$ cat config.mk
export PLATFORM = sky130hd
export DESIGN_NAME = uart_fifo_drain_tx
export DESIGN_NICKNAME = d
export VERILOG_FILES = /design/src/rtl/uart_pkg.sv /design/src/rtl/uart_baud_counter.sv /design/src/rtl/uart_fifo_drain_tx.sv
export SDC_FILE = /design/constraint.sdc
export NUM_CORES = 1
export LEC_CHECK = 0
export CORE_MARGIN = 2
export CORE_UTILIZATION = 35
export CTS_CLUSTER_DIAMETER = 50
export DETAILED_ROUTE_END_ITERATION = 12
export PLACE_DENSITY_LB_ADDON = 0.2
export SLEW_MARGIN = 20
export SYNTH_ARGS = -nofsm -noshare
export SYNTH_HDL_FRONTEND = slang
export SYNTH_HIERARCHICAL = 1
export SYNTH_SLANG_ARGS = --single-unit
$ cat constraint.sdc
create_clock -name rd_clk -period 2.9 [get_ports rd_clk]
set_input_delay 0.29 -clock rd_clk [delete_from_list [all_inputs] [get_ports rd_clk]]
set_output_delay 0.29 -clock rd_clk [all_outputs]
set_load 0.005 [all_outputs]
$ cat src/rtl/uart_pkg.sv
// Shared types and constants for the FIFO-drain UART transmitter.
// The FSM encoding and the UART frame shape live here.
package uart_pkg;

  localparam int unsigned UART_DATA_BITS = 8;
  localparam int unsigned UART_STOP_BITS = 1;

  typedef enum logic [2:0] {
    IDLE,
    POP,
    LATCH,
    START,
    DATA,
    STOP
  } tx_state_t;

  // Flat bit index into a word for a given byte lane and data bit.
  function automatic int unsigned bit_pos(input int unsigned byte_idx,
                                          input int unsigned bit_idx);
    return byte_idx * UART_DATA_BITS + bit_idx;
  endfunction

endpackage

$ cat src/rtl/uart_baud_counter.sv
// Bit-period counter: counts 0..CLKS_PER_BIT-1 and flags the last cycle of a bit.
// A clear forces the count back to zero so every state entry starts a fresh bit.
module uart_baud_counter #(
  parameter int unsigned CLKS_PER_BIT = 434
) (
  input  logic i_clk,
  input  logic i_rst,
  input  logic i_clear,
  output logic o_tick_c
);

  localparam int unsigned CNT_W = (CLKS_PER_BIT > 1) ? $clog2(CLKS_PER_BIT) : 1;
  localparam logic [CNT_W-1:0] CNT_MAX = CNT_W'(CLKS_PER_BIT - 1);

  logic [CNT_W-1:0] r_baud_cnt;

  assign o_tick_c = (r_baud_cnt == CNT_MAX);

  always_ff @(posedge i_clk or posedge i_rst) begin
    if (i_rst) begin
      r_baud_cnt <= '0;
    end else if (i_clear || o_tick_c) begin
      r_baud_cnt <= '0;
    end else begin
      r_baud_cnt <= r_baud_cnt + CNT_W'(1);
    end
  end

endmodule

$ cat src/rtl/uart_fifo_drain_tx.sv
// Drains words from the rd_clk-side FIFO and sends each one as back-to-back
// 8N1 UART frames, low byte first. All outputs come straight from flops.
module uart_fifo_drain_tx
  import uart_pkg::*;
#(
  parameter int unsigned DATA_LEN    = 16,
  parameter int unsigned CLK_FREQ_HZ = 50000000,
  parameter int unsigned BAUD_RATE   = 115200
) (
  input  logic                rd_clk,
  input  logic                reset,
  input  logic                tx_enable,
  input  logic                fifo_empty,
  input  logic [DATA_LEN-1:0] fifo_data,
  output logic                fifo_read_en,
  output logic                uart_tx,
  output logic                busy,
  output logic                word_done
);

  localparam int unsigned CLKS_PER_BIT   = CLK_FREQ_HZ / BAUD_RATE;
  localparam int unsigned BYTES_PER_WORD = DATA_LEN / 8;
  localparam int unsigned BYTE_W = (BYTES_PER_WORD > 1) ? $clog2(BYTES_PER_WORD) : 1;
  localparam int unsigned POS_W  = $clog2(DATA_LEN);

  localparam logic [2:0]        LAST_DATA_BIT = 3'(UART_DATA_BITS - 1);
  localparam logic [2:0]        LAST_STOP_BIT = 3'(UART_STOP_BITS - 1);
  localparam logic [BYTE_W-1:0] LAST_BYTE     = BYTE_W'(BYTES_PER_WORD - 1);

  tx_state_t           r_state;
  tx_state_t           w_state_nxt;
  logic [2:0]          r_bit_idx;
  logic [2:0]          w_bit_idx_nxt;
  logic [BYTE_W-1:0]   r_byte_idx;
  logic [BYTE_W-1:0]   w_byte_idx_nxt;
  logic [DATA_LEN-1:0] r_word_reg;
  logic [DATA_LEN-1:0] w_word_nxt;
  logic [POS_W-1:0]    w_pos_nxt;
  logic                w_tick;
  logic                w_clear;
  logic                w_tx_nxt;
  logic                w_word_done_nxt;

  logic                r_uart_tx;
  logic                r_fifo_read_en;
  logic                r_busy;
  logic                r_word_done;

  // Every state change restarts the bit period from zero.
  assign w_clear = (w_state_nxt != r_state);

  uart_baud_counter #(
    .CLKS_PER_BIT(CLKS_PER_BIT)
  ) u_baud (
    .i_clk   (rd_clk),
    .i_rst   (reset),
    .i_clear (w_clear),
    .o_tick_c(w_tick)
  );

  always_ff @(posedge rd_clk or posedge reset) begin
    if (reset) begin
      r_state    <= IDLE;
      r_bit_idx  <= '0;
      r_byte_idx <= '0;
      r_word_reg <= '0;
    end else begin
      r_state    <= w_state_nxt;
      r_bit_idx  <= w_bit_idx_nxt;
      r_byte_idx <= w_byte_idx_nxt;
      r_word_reg <= w_word_nxt;
    end
  end

  always_comb begin
    w_state_nxt     = r_state;
    w_bit_idx_nxt   = r_bit_idx;
    w_byte_idx_nxt  = r_byte_idx;
    w_word_nxt      = r_word_reg;
    w_word_done_nxt = 1'b0;
    w_tx_nxt        = 1'b1;
    w_pos_nxt       = '0;

    case (r_state)
      IDLE: begin
        if (tx_enable && !fifo_empty) begin
          w_state_nxt = POP;
        end
      end
      POP: begin
        w_state_nxt = LATCH;
      end
      LATCH: begin
        w_word_nxt     = fifo_data;
        w_byte_idx_nxt = '0;
        w_state_nxt    = START;
      end
      START: begin
        if (w_tick) begin
          w_bit_idx_nxt = '0;
          w_state_nxt   = DATA;
        end
      end
      DATA: begin
        if (w_tick) begin
          if (r_bit_idx == LAST_DATA_BIT) begin
            w_bit_idx_nxt = '0;
            w_state_nxt   = STOP;
          end else begin
            w_bit_idx_nxt = r_bit_idx + 3'd1;
          end
        end
      end
      STOP: begin
        if (w_tick) begin
          if (r_bit_idx != LAST_STOP_BIT) begin
            w_bit_idx_nxt = r_bit_idx + 3'd1;
          end else if (r_byte_idx == LAST_BYTE) begin
            w_bit_idx_nxt   = '0;
            w_word_done_nxt = 1'b1;
            w_state_nxt     = IDLE;
          end else begin
            w_bit_idx_nxt  = '0;
            w_byte_idx_nxt = r_byte_idx + BYTE_W'(1);
            w_state_nxt    = START;
          end
        end
      end
      default: begin
        w_state_nxt = IDLE;
      end
    endcase

    // Line level is decoded from the next state so uart_tx lines up with r_state.
    w_pos_nxt = POS_W'(bit_pos(32'(w_byte_idx_nxt), 32'(w_bit_idx_nxt)));
    case (w_state_nxt)
      START:   w_tx_nxt = 1'b0;
      DATA:    w_tx_nxt = r_word_reg[w_pos_nxt];
      default: w_tx_nxt = 1'b1;
    endcase
  end

  always_ff @(posedge rd_clk or posedge reset) begin
    if (reset) begin
      r_uart_tx      <= 1'b1;
      r_fifo_read_en <= 1'b0;
      r_busy         <= 1'b0;
      r_word_done    <= 1'b0;
    end else begin
      r_uart_tx      <= w_tx_nxt;
      r_fifo_read_en <= (w_state_nxt == POP);
      r_busy         <= (w_state_nxt != IDLE);
      r_word_done    <= w_word_done_nxt;
    end
  end

  assign uart_tx      = r_uart_tx;
  assign fifo_read_en = r_fifo_read_en;
  assign busy         = r_busy;
  assign word_done    = r_word_done;

endmodule

# --- Yosys cells after proc, flatten, opt, wreduce, memory -nomap -nowiden ---
# Index checks and enable logic that the tools add are counted.
# Widths: inputs -> output; s select.
totals:
  output_inout_bits: 4
  reg_bits: 36
  n_memories: 0
  in_bits: 20
  elab_cells: 57
  mem_bits_rw: 0
  mem_bits_ro: 0
  latch_bits: 0
op_classes:
  n_eq_ne: 11
  add_sub_neg: 4
  mul: 0
  div_mod_pow: 0
  muxes: 26
  n_lt_le_gt_ge: 1
  reduce_logical: 6
  bitwise: 0
  n_shift: 0
ops:
  columns: ["cell", "n"]
  rows:
  - ["$mux 3", 11]
  - ["$pmux 3 s6", 1]
  - ["$eq 3x3->1 const B", 4]
  - ["$add 9x1->9 const B", 1]
  - ["$eq 3x2->1 const B", 3]
  - ["$eq 9x9->1 const B", 1]
  - ["$mux 9", 1]
  - ["$pmux 3 s3", 1]
  - ["$mux 1", 8]
  - ["$eq 3x1->1 const B", 2]
  - ["$reduce_bool 3->1", 2]
  - ["$lt 4x5->1 const B", 1]
  - ["$add 4x3->4", 1]
  - ["$bmux 1 s4", 1]
  - ["$pmux 1 s2", 2]
  - ["$add 3x1->3 const B", 1]
  - ["$logic_not 3->1", 1]
  - ["$ne 3x3->1", 1]
  - ["$mux 2", 1]
  - ["$add 1x1->1 const B", 1]
  - ["$logic_and 1x1->1", 1]
  - ["$logic_not 1->1", 1]
  - ["$logic_or 1x1->1", 1]

# --- Depth between registers and ports, before layout ---
# Gate-level depths: netlist (run 1).
logic_depth:
  depth_word: 9
  depth_mapped: 14
  depth_no_buf: 13

# --- Cells and area by module ---
# The synthesis (run 1) kept the hierarchy.
modules_own_cells:
  columns: ["mod", "cells_per_inst", "area_each_um2", "instances", "seq_area_each_um2"]
  rows:
  - ["uart_fifo_drain_tx", 149, 1582.8, 1, 676.9]
  - ["uart_baud_counter", 49, 489.2, 1, 225.2]

# --- Worst setup path after synthesis (run 1) ---
# OpenSTA, ideal clock, no wires.
synth_timing:
  path_type: "reg2reg"
  start: "register u_baud.r_baud_cnt[2]"
  end: "register r_uart_tx, in the netlist uart_tx"
  setup_ns: 0.092
  stages_incl_launch_ff: 10
  path_slack_ns: 0.193
  t_arrival_ns: 2.615
  path_buffers: 1
  required_ns: 2.808
  period_less_slack_ns: 2.707
  path_cell_list: "dfrtp_1 > or3_4 > nor3_1 > nand4b_2 > and4_1 > buf_4 > a221oi_2 > a211oi_2 > a2111oi_2 > o211ai_1"
synth_via:
  elab_chain_len: 7
  elab_cells_between_ends: 17
  cone_classes: "add/sub: 1; eq/ne: 3; mux: 13"
synth_rtl:
  columns: ["item", "line_no", "rtl"]
  rows:
  - ["start, declared", "uart_baud_counter.sv:15", "logic [CNT_W-1:0] r_baud_cnt;"]
  - ["start signal, assigned", "uart_baud_counter.sv:25", "r_baud_cnt <= r_baud_cnt + CNT_W'(1);"]
  - ["$eq 9x9->1 (*)", "uart_baud_counter.sv:17", "assign o_tick_c = (r_baud_cnt == CNT_MAX);"]
  - ["named net w_tick", "uart_fifo_drain_tx.sv:39", "logic w_tick;"]
  - ["$mux 3, on equally long branches", "uart_fifo_drain_tx.sv:115, uart_fifo_drain_tx.sv:99, uart_fifo_drain_tx.sv:105", null]
  - ["$pmux 3 s3 (*)", "uart_fifo_drain_tx.sv:84", "case (r_state)"]
  - ["named net w_bit_idx_nxt[1]", "uart_fifo_drain_tx.sv:33", "logic [2:0] w_bit_idx_nxt;"]
  - ["$add 4x3->4 (*)", "uart_pkg.sv:20", "return byte_idx * UART_DATA_BITS + bit_idx;"]
  - ["$bmux 1 s4 (*)", "uart_fifo_drain_tx.sv:138", "DATA: w_tx_nxt = r_word_reg[w_pos_nxt];"]
  - ["$mux 1 (not written as such) (*)", "uart_fifo_drain_tx.sv:138", null]
  - ["$pmux 1 s2 (*)", "uart_fifo_drain_tx.sv:136", "case (w_state_nxt)"]
  - ["named net w_tx_nxt", "uart_fifo_drain_tx.sv:41", "logic w_tx_nxt;"]
  - ["end signal, assigned", "uart_fifo_drain_tx.sv:150", "r_uart_tx <= w_tx_nxt;"]
  - ["end, declared", "uart_fifo_drain_tx.sv:44", "logic r_uart_tx;"]
# Mark *: on every way through the listed nets, which the timed path passes. The rest lies on a longest branch. The select of a mux whose other input is x is not followed.
# A chain may end at the register's enable or synchronous reset.

# --- Worst setup path after layout (run 1) ---
layout_timing:
  start: "register u_baud.r_baud_cnt[6]"
  end: "register r_uart_tx, in the netlist uart_tx"
layout_via:
  elab_chain_len: 7
  elab_cells_between_ends: 17
  cone_classes: "add/sub: 1; eq/ne: 3; mux: 13"
layout_rtl:
  columns: ["item", "line_no", "rtl"]
  rows:
  - ["$eq 9x9->1 (*)", "uart_baud_counter.sv:17", null]
  - ["named net w_tick", "uart_fifo_drain_tx.sv:39", null]
  - ["$mux 3, or another cell as far along", "uart_fifo_drain_tx.sv:115", "if (w_tick) begin"]
  - ["$pmux 3 s3 or $pmux 1 s2 (tied branches)", "uart_fifo_drain_tx.sv:84", null]
  - ["$add 4x3->4", "uart_pkg.sv:20", null]
  - ["$bmux 1 s4", "uart_fifo_drain_tx.sv:138", null]
  - ["$mux 1 (not written as such)", "uart_fifo_drain_tx.sv:138", null]
  - ["$pmux 1 s2 (*)", "uart_fifo_drain_tx.sv:136", null]
  - ["named net w_tx_nxt", "uart_fifo_drain_tx.sv:41", null]
# Marks and branches as above.

==> flow_results.xml, run 1 <==
<?xml version="1.0" encoding="UTF-8"?>
<metrics>
  <group name="outcome">
    <metric name="status" unit="">complete, no violations</metric>
  </group>
  <group name="sta">
    <metric name="worst_slack" unit="ps">237</metric>
    <metric name="rsz0062_at_grt" unit="">false</metric>
    <metric name="min_period" unit="ps">2660</metric>
    <metric name="setup-tns-final" unit="ps">0</metric>
    <metric name="timing.final.hold_violations" unit="">0</metric>
    <metric name="clock-skew-final" unit="ps">11.4</metric>
    <metric name="fin_worst_hold_slack" unit="ps">281</metric>
    <metric name="maxClockFrequency" unit="GHz">0.376</metric>
    <metric name="max-slew-margin-rel" unit="%">65.4</metric>
    <metric name="min_period_over_period" unit="%">91.8</metric>
    <metric name="report.final.slew_viol_count" unit="">0</metric>
    <metric name="timing_worst_slew_pin_value" unit="ps">520</metric>
    <metric name="final-setup-viol-count" unit="">0</metric>
  </group>
  <group name="clock_tree">
    <metric name="cts_buffers" unit="">5</metric>
    <metric name="cts.htree.levels" unit="">2</metric>
    <metric name="ctsRootBufferMaster" unit="">sky130_fd_sc_hd__clkbuf_8</metric>
    <metric name="postCtsSetupRepairBufs" unit="">0</metric>
    <metric name="cts.sinks" unit="">36</metric>
    <metric name="cts-hold-fix-buffers" unit="">0</metric>
    <metric name="clk_latency" unit="ps">290</metric>
    <metric name="cts_tree" unit="">yes</metric>
    <metric name="ctsLongestPathBuffers" unit="">2</metric>
    <metric name="ctsResizeCount" unit="">0</metric>
    <metric name="cts.reportedPaths.clkPinSlew" unit="ps">80</metric>
  </group>
  <group name="logic_synthesis">
    <metric name="syn_area" unit="µm²">2070</metric>
    <metric name="postSynth.topFlopCell" unit="">sky130_fd_sc_hd__dfrtp_1</metric>
    <metric name="yosys_warnings" unit="">6</metric>
    <metric name="asyncSetResetFlopFracSynth" unit="%">100</metric>
    <metric name="postSynthRegisterBits" unit="">36</metric>
    <metric name="syn_inst" unit="">198</metric>
    <metric name="yosysSeqAreaShare" unit="%">43.5</metric>
    <metric name="syn_area_per_cell" unit="µm²">10.5</metric>
    <metric name="synth_enable_flop_cells" unit="">0</metric>
    <metric name="synth.net_count" unit="">223</metric>
    <metric name="netlist-cell-type-count" unit="">52</metric>
  </group>
  <group name="final_layout">
    <metric name="area.sequential" unit="µm²">902</metric>
    <metric name="final_common_cell" unit="">sky130_fd_sc_hd__dfrtp_1</metric>
    <metric name="final_net_count" unit="">252</metric>
    <metric name="drive_gt1_share" unit="%">16.7</metric>
    <metric name="largest_reg_flops" unit="">16</metric>
    <metric name="antenna_cells" unit="">0</metric>
    <metric name="area_taken_by_multi_input_logic_gates" unit="µm²">1080</metric>
    <metric name="nFillCells" unit="">596</metric>
    <metric name="final_std_cells_w_o_fill" unit="">303</metric>
    <metric name="commonest_cells_after_routing_fill_and_taps_aside" unit="">35 x sky130_fd_sc_hd__dfrtp_1, 23 x sky130_fd_sc_hd__clkdlybuf4s50_1, 14 x sky130_fd_sc_hd__mux2_2, 14 x sky130_fd_sc_hd__nand2_1</metric>
    <metric name="final_area" unit="µm²">2520</metric>
    <metric name="areaGrowthSynthToFinish" unit="%">21.6</metric>
  </group>
  <group name="floorplan">
    <metric name="fp-row-count" unit="">28</metric>
    <metric name="boundaryPins" unit="">24</metric>
    <metric name="core" unit="µm²">5820</metric>
    <metric name="die_height" unit="µm">80.9</metric>
    <metric name="floorplan.die_area" unit="µm²">6550</metric>
    <metric name="die-width" unit="µm">80.9</metric>
    <metric name="starting_density_of_the_core" unit="%">35.6</metric>
  </group>
  <group name="worst_setup_path">
    <metric name="worstSetupPathType" unit="">register to register</metric>
    <metric name="critical-path-max-stage-delay" unit="ps">440</metric>
    <metric name="path_cells" unit="">or3_4 -&gt; nor3_1 -&gt; buf_4 -&gt; nand4bb_1 -&gt; and4_4 -&gt; a221oi_2 -&gt; a211oi_2 -&gt; a2111oi_2 -&gt; o211ai_1</metric>
    <metric name="timing.critical_path.buf_inv" unit="">1</metric>
    <metric name="crit_path_start_kind" unit="">register</metric>
    <metric name="cp_top_family" unit="">simple AND/OR/NAND/NOR gates</metric>
    <metric name="critPathRequiredTime" unit="ps">3110</metric>
    <metric name="cp_data_arrival_time" unit="ps">2880</metric>
    <metric name="critical_path_peak_fanout" unit="">15</metric>
    <metric name="ff2ff_path_depth" unit="">9</metric>
    <metric name="worst-path-stages" unit="">9</metric>
    <metric name="critPathCaptureType" unit="">register</metric>
    <metric name="cp_slowest_cell" unit="">sky130_fd_sc_hd__or3_4</metric>
  </group>
  <group name="hold_path">
    <metric name="min-delay-path-class" unit="">input pin to asynchronous set/reset pin</metric>
  </group>
  <group name="detailed_routing">
    <metric name="drt_pass1_iterations" unit="">4</metric>
    <metric name="via_count" unit="">1620</metric>
    <metric name="routed_via_density" unit="">5.35</metric>
    <metric name="drt_first_iter_violations" unit="">124</metric>
    <metric name="routed_wirelength" unit="mm">4.31</metric>
    <metric name="drt-wirelength-per-cell" unit="µm">14.2</metric>
    <metric name="final_antenna_net_count" unit="">0</metric>
    <metric name="drcViolationCount" unit="">0</metric>
  </group>
  <group name="power_and_ir_drop">
    <metric name="vdd.ir_drop.worst" unit="mV">0.234</metric>
    <metric name="cellLeakagePower" unit="nW">1.04</metric>
    <metric name="power_per_cell_area" unit="nW/µm²">403</metric>
  </group>
  <group name="flow_run">
    <metric name="drv.max_cap_violation_count" unit="">0</metric>
  </group>
  <group name="global_route">
    <metric name="grt.total_usage" unit="%">14.6</metric>
    <metric name="antenna_found_initial" unit="">0</metric>
    <metric name="grt_max_degree" unit="">28</metric>
    <metric name="gr-total-overflow" unit="">0</metric>
    <metric name="groute.layer.met2.usage" unit="%">20.9</metric>
    <metric name="grt_pass1_wl" unit="mm">7.28</metric>
    <metric name="grt_busiest_layer" unit="">met1</metric>
    <metric name="use_met1" unit="%">21.2</metric>
    <metric name="grt.met3_usage" unit="%">3.89</metric>
    <metric name="first_global_vias" unit="">1511</metric>
  </group>
  <group name="placed_design">
    <metric name="buffer_ports.inserted" unit="">23</metric>
    <metric name="postPlaceCellArea" unit="µm²">2410</metric>
    <metric name="place.detailed.instances" unit="">295</metric>
    <metric name="place_ws" unit="ps">66.2</metric>
    <metric name="dpl.hpwl" unit="mm">3.13</metric>
    <metric name="gp_congestion" unit="">0.852</metric>
  </group>
</metrics>
-- worst paths after layout --
kind	endpoint	slack, ps	start
worst max register to register	uart_tx	240	u_baud/r_baud_cnt[6]
worst min register to register	r_word_reg[14]	510	r_word_reg[14]
worst max-delay path	uart_tx	240	u_baud/r_baud_cnt[6]
min in group rd_clk	r_word_reg[14]	510	r_word_reg[14]
worst min-delay path	u_baud/r_baud_cnt[3]	280	reset
max in group asynchronous	uart_tx	2200	reset
-- cells in the mapped netlist, types with 2 or more instances --
library cell               instances  area (µm²)
sky130_fd_sc_hd__nand3b_1          6        45.0
sky130_fd_sc_hd__or3b_1            2        17.5
sky130_fd_sc_hd__a221o_1           2        20.0
sky130_fd_sc_hd__nor2b_1           4        25.0
sky130_fd_sc_hd__and2_1            4        25.0
sky130_fd_sc_hd__dfrtp_1          35         876
sky130_fd_sc_hd__buf_4             2        15.0
sky130_fd_sc_hd__or3_1             3        18.8
sky130_fd_sc_hd__a41oi_1           2        17.5
sky130_fd_sc_hd__nand3_1           8        40.0
sky130_fd_sc_hd__xor2_1            2        17.5
sky130_fd_sc_hd__a21o_1            3        22.5
sky130_fd_sc_hd__nand2_1          14        52.6
sky130_fd_sc_hd__o21ai_0           6        30.0
sky130_fd_sc_hd__mux2i_1           8        80.1
sky130_fd_sc_hd__nor2_1           12        45.0
sky130_fd_sc_hd__mux2_2           14         158
sky130_fd_sc_hd__a31oi_1           3        18.8
sky130_fd_sc_hd__inv_1            12        45.0
sky130_fd_sc_hd__nand2b_1          7        43.8
sky130_fd_sc_hd__clkbuf_1          2        7.51
sky130_fd_sc_hd__o22a_1            2        17.5
sky130_fd_sc_hd__o211ai_1          2        15.0
sky130_fd_sc_hd__nand4_1           3        18.8
sky130_fd_sc_hd__buf_2             4        20.0
sky130_fd_sc_hd__o21a_1            3        22.5
sky130_fd_sc_hd__o221ai_1          4        35.0
sky130_fd_sc_hd__ha_1              5        62.6
-- stage by stage --
step           power, W  util [%]
3_3_place_gp   0.000585      41.4
2_1_floorplan  0.000552         -
3_5_place_dp   0.000586      41.4
6_report        0.00101      43.3
4_1_cts         0.00104      43.3
5_1_grt         0.00106      43.3
-- per-layer routing --
layer  up-vias  part of all wire [%]  wire length (µm)
li1        793                     -                 -
met1       790                    51              2200
met2        33                    42              1830
met3         4                   4.9               212
met4         0                   1.5                63
met5         -                     0                 0
-- power breakdown --
part           internal (W)  total [W]  leakage, nW  switching, W
clock network      0.000254   0.000440       0.0541      0.000185
logic             0.0000350  0.0000545        0.566     0.0000195
registers          0.000513   0.000520        0.423    0.00000733
total              0.000802    0.00101         1.04      0.000212
-- cell type report --
| cell class | instances | area share (%) |
|---|---|---|
| repair buffers | 30 | 11.2 |
| multi-input cells | 142 | 43.0 |
| clock buffers | 5 | 2.73 |
| flip-flops and latches | 36 | 35.8 |
| well taps | 75 | 3.72 |
| clock inverters | 3 | 1.69 |
| inverters | 12 | 1.79 |
-- logic make-up (layout without fill, tap and decap cells) --
| group | after synthesis | in the layout | synth area share, % |
|---|---|---|---|
| AND/OR/NAND/NOR | 72 | 72 | 20.3 |
| XOR/XNOR | 3 | 3 | 1.27 |
| AO/OA/AOI/OAI | 40 | 40 | 16.1 |
| flip-flops | 36 | 36 | 43.5 |
| multiplexers | 22 | 22 | 11.5 |
| adder cells (fa/ha/maj) | 5 | 5 | 3.02 |
| buffers and inverters | 20 | 50 | 4.23 |
No activity file was read; power rests on OpenSTA's default activity.
==> run 2, diff against run 1 <==
Settings changed: DONT_BUFFER_PORTS from default to 1.
==> flow_results.xml, run 2 (synthesized netlist as in run 1, its figures left out) <==
<?xml version="1.0" encoding="UTF-8"?>
<metrics>
  <group name="detailed_routing">
    <metric name="routed_via_density" unit="">5.33</metric>
    <metric name="routed_wirelength" unit="mm">4.44</metric>
    <metric name="final_antenna_net_count" unit="">0</metric>
    <metric name="drt-wirelength-per-cell" unit="µm">15.6</metric>
    <metric name="drcViolationCount" unit="">0</metric>
    <metric name="drt_pass1_iterations" unit="">4</metric>
    <metric name="drt_first_iter_violations" unit="">100</metric>
    <metric name="via_count" unit="">1515</metric>
  </group>
  <group name="global_route">
    <metric name="first_global_vias" unit="">1405</metric>
    <metric name="grt.total_usage" unit="%">14.4</metric>
    <metric name="grt_max_degree" unit="">28</metric>
    <metric name="grt_pass1_wl" unit="mm">7.16</metric>
    <metric name="antenna_found_initial" unit="">0</metric>
    <metric name="gr-total-overflow" unit="">0</metric>
  </group>
  <group name="placed_design">
    <metric name="place_ws" unit="ps">132</metric>
    <metric name="gp_congestion" unit="">0.830</metric>
    <metric name="buffer_ports.inserted" unit="">0</metric>
    <metric name="place.detailed.instances" unit="">273</metric>
    <metric name="dpl.hpwl" unit="mm">3.10</metric>
  </group>
  <group name="final_layout">
    <metric name="final_util" unit="%">40.1</metric>
    <metric name="nFillCells" unit="">591</metric>
    <metric name="largest_reg_flops" unit="">16</metric>
    <metric name="areaGrowthSynthToFinish" unit="%">12.5</metric>
    <metric name="commonest_cells_after_routing_fill_and_taps_aside" unit="">35 x sky130_fd_sc_hd__dfrtp_1, 14 x sky130_fd_sc_hd__mux2_2, 14 x sky130_fd_sc_hd__nand2_1</metric>
    <metric name="drive_gt1_share" unit="%">20.1</metric>
    <metric name="final_std_cells_w_o_fill" unit="">284</metric>
    <metric name="final_net_count" unit="">233</metric>
    <metric name="area_taken_by_multi_input_logic_gates" unit="µm²">1090</metric>
    <metric name="final_common_cell" unit="">sky130_fd_sc_hd__dfrtp_1</metric>
    <metric name="antenna_cells" unit="">0</metric>
    <metric name="area.sequential" unit="µm²">902</metric>
  </group>
  <group name="sta">
    <metric name="min_period_over_period" unit="%">93.1</metric>
    <metric name="final-setup-viol-count" unit="">0</metric>
    <metric name="timing.final.hold_violations" unit="">0</metric>
    <metric name="maxClockFrequency" unit="GHz">0.370</metric>
    <metric name="timing_worst_slew_pin_value" unit="ps">596</metric>
    <metric name="worst_slack" unit="ps">199</metric>
    <metric name="setup-tns-final" unit="ps">0</metric>
    <metric name="rsz0062_at_grt" unit="">false</metric>
    <metric name="report.final.slew_viol_count" unit="">0</metric>
    <metric name="max-slew-margin-rel" unit="%">60.2</metric>
    <metric name="min_period" unit="ps">2700</metric>
    <metric name="clock-skew-final" unit="ps">6.46</metric>
  </group>
  <group name="worst_setup_path">
    <metric name="critPathRequiredTime" unit="ps">3120</metric>
    <metric name="crit_path_start_kind" unit="">register</metric>
    <metric name="critical_path_peak_fanout" unit="">10</metric>
    <metric name="critPathCaptureType" unit="">register</metric>
    <metric name="reg2reg_from" unit="">u_baud/r_baud_cnt[6]</metric>
    <metric name="cp_data_arrival_time" unit="ps">2920</metric>
    <metric name="crit_path_start" unit="">u_baud/r_baud_cnt[6]</metric>
    <metric name="worstSetupPathType" unit="">register to register</metric>
  </group>
  <group name="floorplan">
    <metric name="starting_density_of_the_core" unit="%">35.6</metric>
    <metric name="fp-row-count" unit="">28</metric>
    <metric name="floorplan.die_area" unit="µm²">6550</metric>
    <metric name="die-width" unit="µm">80.9</metric>
    <metric name="boundaryPins" unit="">24</metric>
    <metric name="core" unit="µm²">5820</metric>
    <metric name="die_height" unit="µm">80.9</metric>
  </group>
  <group name="hold_path">
    <metric name="holdCritStartpoint" unit="">fifo_data[9]</metric>
    <metric name="min-delay-path-class" unit="">input pin to register</metric>
  </group>
  <group name="power_and_ir_drop">
    <metric name="cellLeakagePower" unit="nW">0.972</metric>
    <metric name="vdd.ir_drop.worst" unit="mV">0.202</metric>
    <metric name="power_per_cell_area" unit="nW/µm²">432</metric>
  </group>
  <group name="clock_tree">
    <metric name="cts.htree.levels" unit="">2</metric>
    <metric name="cts.reportedPaths.clkPinSlew" unit="ps">80</metric>
    <metric name="cts_tree" unit="">yes</metric>
    <metric name="cts.sinks" unit="">36</metric>
    <metric name="clk_latency" unit="ps">300</metric>
    <metric name="ctsLongestPathBuffers" unit="">2</metric>
    <metric name="ctsRootBufferMaster" unit="">sky130_fd_sc_hd__clkbuf_8</metric>
    <metric name="cts_buffers" unit="">5</metric>
  </group>
  <group name="outcome">
    <metric name="status" unit="">complete, no violations</metric>
  </group>
  <group name="flow_run">
    <metric name="drv.max_cap_violation_count" unit="">0</metric>
  </group>
</metrics>
## run 2: power by group
part           switching, W  leakage [nW]  total [W]  internal (W)
registers        0.00000711         0.423   0.000520      0.000513
clock network      0.000202        0.0541   0.000457      0.000255
logic             0.0000172         0.495  0.0000312     0.0000140
total              0.000226         0.972    0.00101      0.000782
## run 2: stage by stage
stage	cell area (µm²)	hold WS, ps	total power [W]
floorplan	2070	118	0.000552
global placement	2180	170	0.000559
detailed placement	2180	164	0.000560
CTS	2300	109	0.00101
global route	2330	108	0.00105
finish	2330	108	0.00101
## run 2: worst max-delay path: stages, from the launching register on
cell and delay [ps]:
sky130_fd_sc_hd__dfrtp_1 410, sky130_fd_sc_hd__or3_4 430, sky130_fd_sc_hd__nor3_1 160, sky130_fd_sc_hd__buf_4 170
sky130_fd_sc_hd__buf_4 160, sky130_fd_sc_hd__nor4bb_1 280, sky130_fd_sc_hd__nand3_1 170, sky130_fd_sc_hd__and2_1 190
sky130_fd_sc_hd__a211oi_1 340, sky130_fd_sc_hd__o221ai_1 180, sky130_fd_sc_hd__o211ai_1 120
## run 2: final timing paths
| kind | to | slack [ps] | depth (start not counted) |
|---|---|---|---|
| min in group asynchronous | u_baud/r_baud_cnt[1] | 410 | 2 |
| max in group asynchronous | busy | 1990 | 2 |
| worst min-delay path | r_word_reg[9] | 110 | 2 |
| worst max-delay path | uart_tx | 200 | 10 |
| worst min register to register | r_word_reg[12] | 510 | 1 |
| worst max register to register | uart_tx | 200 | 10 |
## run 2: metal layers
layer | GRT usage, % | up-vias | part of all wire [%]
li1 | - | 747 | -
met1 | 21.8 | 731 | 52
met2 | 19.8 | 28 | 42
met3 | 3.89 | 9 | 4.3
met4 | 4.58 | 0 | 1.5
met5 | 0 | - | 0
## run 2: area by class of cell
class,instances,share of cell area (%)
clock buffer,5,2.95
clock inverter,3,1.83
inverter,12,1.93
multi-input combinational,142,46.8
sequential,36,38.7
tap,75,4.03
timing repair buffer,11,3.76
## run 2: timing repair
item | in CTS | in global routing
setup buffers | 0 | 1
endpoints found under the setup margin | 0 | 2
gates resized for setup | 0 | 3
endpoints found under the hold margin | 9 | 17
hold buffers | 1 | 1
==> run 3, diff against run 2 <==
Settings changed: CORE_ASPECT_RATIO from default to 0.8, PLACE_DENSITY from default to 0.63, PLACE_DENSITY_LB_ADDON 0.2 to default.
==> flow_results.xml, run 3 (synthesized netlist as in run 1, its figures left out) <==
<?xml version="1.0" encoding="UTF-8"?>
<metrics>
  <group name="floorplan">
    <metric name="starting_density_of_the_core" unit="%">35.6</metric>
    <metric name="core" unit="µm²">5820</metric>
    <metric name="die-width" unit="µm">90.0</metric>
    <metric name="boundaryPins" unit="">24</metric>
    <metric name="die_height" unit="µm">72.8</metric>
    <metric name="fp-row-count" unit="">25</metric>
    <metric name="floorplan.die_area" unit="µm²">6560</metric>
  </group>
  <group name="placed_design">
    <metric name="buffer_ports.inserted" unit="">0</metric>
    <metric name="postPlaceCellArea" unit="µm²">2180</metric>
    <metric name="gp_congestion" unit="">0.872</metric>
    <metric name="dpl.hpwl" unit="mm">3.14</metric>
    <metric name="place_ws" unit="ps">57.6</metric>
  </group>
  <group name="detailed_routing">
    <metric name="final_antenna_net_count" unit="">0</metric>
    <metric name="drcViolationCount" unit="">0</metric>
    <metric name="drt_first_iter_violations" unit="">85</metric>
    <metric name="drt_pass1_iterations" unit="">4</metric>
    <metric name="drt-wirelength-per-cell" unit="µm">14.9</metric>
    <metric name="routed_wirelength" unit="mm">4.37</metric>
    <metric name="routed_via_density" unit="">5.33</metric>
    <metric name="via_count" unit="">1556</metric>
  </group>
  <group name="worst_setup_path">
    <metric name="worstSetupPathType" unit="">register to register</metric>
    <metric name="cp_data_arrival_time" unit="ps">2830</metric>
    <metric name="crit_path_start" unit="">u_baud/r_baud_cnt[6]</metric>
    <metric name="critPathRequiredTime" unit="ps">3110</metric>
    <metric name="reg2reg_setup_slack" unit="ps">280</metric>
    <metric name="r2r_end" unit="">uart_tx</metric>
    <metric name="critical_path_peak_fanout" unit="">11</metric>
    <metric name="critPathCaptureType" unit="">register</metric>
    <metric name="ff2ff_path_depth" unit="">9</metric>
    <metric name="crit_path_start_kind" unit="">register</metric>
    <metric name="critical_path.endpoint" unit="">uart_tx</metric>
    <metric name="reg2reg_from" unit="">u_baud/r_baud_cnt[6]</metric>
  </group>
  <group name="clock_tree">
    <metric name="cts.htree.levels" unit="">2</metric>
    <metric name="cts_buffers" unit="">5</metric>
    <metric name="clk_latency" unit="ps">290</metric>
    <metric name="ctsRootBufferMaster" unit="">sky130_fd_sc_hd__clkbuf_8</metric>
    <metric name="cts_tree" unit="">yes</metric>
    <metric name="cts.sinks" unit="">36</metric>
    <metric name="ctsLongestPathBuffers" unit="">2</metric>
    <metric name="cts.reportedPaths.clkPinSlew" unit="ps">80</metric>
  </group>
  <group name="global_route">
    <metric name="grt_max_degree" unit="">28</metric>
    <metric name="antenna_found_initial" unit="">0</metric>
    <metric name="gr-total-overflow" unit="">0</metric>
    <metric name="grt_pass1_wl" unit="mm">7.38</metric>
    <metric name="first_global_vias" unit="">1498</metric>
    <metric name="grt.total_usage" unit="%">14.3</metric>
  </group>
  <group name="sta">
    <metric name="max-slew-margin-rel" unit="%">61.4</metric>
    <metric name="clock-skew-final" unit="ps">7.16</metric>
    <metric name="final-setup-viol-count" unit="">0</metric>
    <metric name="worst_slack" unit="ps">283</metric>
    <metric name="setup-tns-final" unit="ps">0</metric>
    <metric name="report.final.slew_viol_count" unit="">0</metric>
    <metric name="rsz0062_at_grt" unit="">false</metric>
    <metric name="maxClockFrequency" unit="GHz">0.382</metric>
    <metric name="min_period" unit="ps">2620</metric>
    <metric name="min_period_over_period" unit="%">90.2</metric>
    <metric name="timing.final.hold_violations" unit="">0</metric>
    <metric name="timing_worst_slew_pin_value" unit="ps">579</metric>
  </group>
  <group name="power_and_ir_drop">
    <metric name="power_per_cell_area" unit="nW/µm²">390</metric>
    <metric name="vdd.ir_drop.worst" unit="mV">0.180</metric>
    <metric name="p_clk_share" unit="%">39.4</metric>
    <metric name="netSwitchingFraction" unit="%">23.7</metric>
    <metric name="cellLeakagePower" unit="nW">0.978</metric>
    <metric name="comb_power_share" unit="%">3.5</metric>
    <metric name="int_pwr" unit="W">0.000695</metric>
    <metric name="power.switching" unit="W">0.000216</metric>
    <metric name="seq_power_share" unit="%">57.1</metric>
  </group>
  <group name="final_layout">
    <metric name="final_net_count" unit="">235</metric>
    <metric name="antenna_cells" unit="">0</metric>
    <metric name="drive_gt1_share" unit="%">21.3</metric>
    <metric name="final_common_cell" unit="">sky130_fd_sc_hd__dfrtp_1</metric>
    <metric name="final_area" unit="µm²">2330</metric>
    <metric name="largest_reg_flops" unit="">16</metric>
    <metric name="areaGrowthSynthToFinish" unit="%">12.7</metric>
    <metric name="commonest_cells_after_routing_fill_and_taps_aside" unit="">35 x sky130_fd_sc_hd__dfrtp_1, 14 x sky130_fd_sc_hd__mux2_2, 14 x sky130_fd_sc_hd__nand2_1</metric>
  </group>
  <group name="hold_path">
    <metric name="min-delay-path-class" unit="">input pin to register</metric>
    <metric name="number_of_cells_on_the_worst_hold_path" unit="">2</metric>
  </group>
  <group name="flow_run">
    <metric name="drv.max_cap_violation_count" unit="">0</metric>
  </group>
  <group name="outcome">
    <metric name="status" unit="">complete, no violations</metric>
  </group>
</metrics>
[run 3: power groups by stage]
stage	sequential [W]	clock (W)	combinational, W
after global routing	0.000522	0.000400	0.0000371
after floorplan	0.000528	0	0.0000240
after CTS	0.000520	0.000375	0.0000320
final	0.000520	0.000359	0.0000320
after detailed placement	0.000530	0	0.0000309
after global placement	0.000530	0	0.0000301
[run 3: worst min-delay path by stage]
stage                   from                   end
2_1_floorplan          reset  u_baud/r_baud_cnt[0]
3_5_place_dp           reset  u_baud/r_baud_cnt[0]
3_3_place_gp           reset  u_baud/r_baud_cnt[0]
6_report        fifo_data[9]         r_word_reg[9]
5_1_grt        fifo_data[10]        r_word_reg[10]
4_1_cts         fifo_data[9]         r_word_reg[9]
[run 3: repair_timing]
item | CTS | global route
hold buffers | 1 | 1
endpoints found under the setup margin | 0 | 2
endpoints found under the hold margin | 9 | 26
gates resized for setup | 0 | 4
setup buffers | 0 | 4
[run 3: routing by layer]
metal | vias to the layer above | global-route usage, % | wire (µm)
li1 | 753 | - | -
met1 | 756 | 20.9 | 2250
met2 | 42 | 20.1 | 1830
met3 | 5 | 3.72 | 245
met4 | 0 | 5.64 | 45
met5 | - | 0 | 0
[run 3: area by class of cell]
type,count,area [µm²]
Inverter,12,45.0
Clock inverter,3,18.8
Sequential cell,36,902
Tap cell,81,101
Multi-Input combinational cell,142,1100
Clock buffer,5,68.8
Timing Repair Buffer,13,103
Fill cell,607,3480
[run 3: critical path, stage by stage, from the launching register on]
cell                        delay, ps
sky130_fd_sc_hd__dfrtp_1          420
sky130_fd_sc_hd__or3_4            440
sky130_fd_sc_hd__nor3_1           140
sky130_fd_sc_hd__buf_4            200
sky130_fd_sc_hd__nand4bb_1        170
sky130_fd_sc_hd__and4_4           300
sky130_fd_sc_hd__a221oi_2         290
sky130_fd_sc_hd__a211oi_2          70
sky130_fd_sc_hd__a2111oi_2        350
sky130_fd_sc_hd__o211ai_1         140
[run 3: through the flow]
stage | instances | util (%) | hold WS [ps] | total power (W)
final | 292 | 40.1 | 131 | 0.000911
after global routing | 292 | 40.1 | 128 | 0.000959
after CTS | 287 | 39.2 | 118 | 0.000927
after detailed placement | 278 | 37.5 | 166 | 0.000561
after global placement | 278 | 37.5 | 168 | 0.000560
after floorplan | 198 | - | 118 | 0.000552
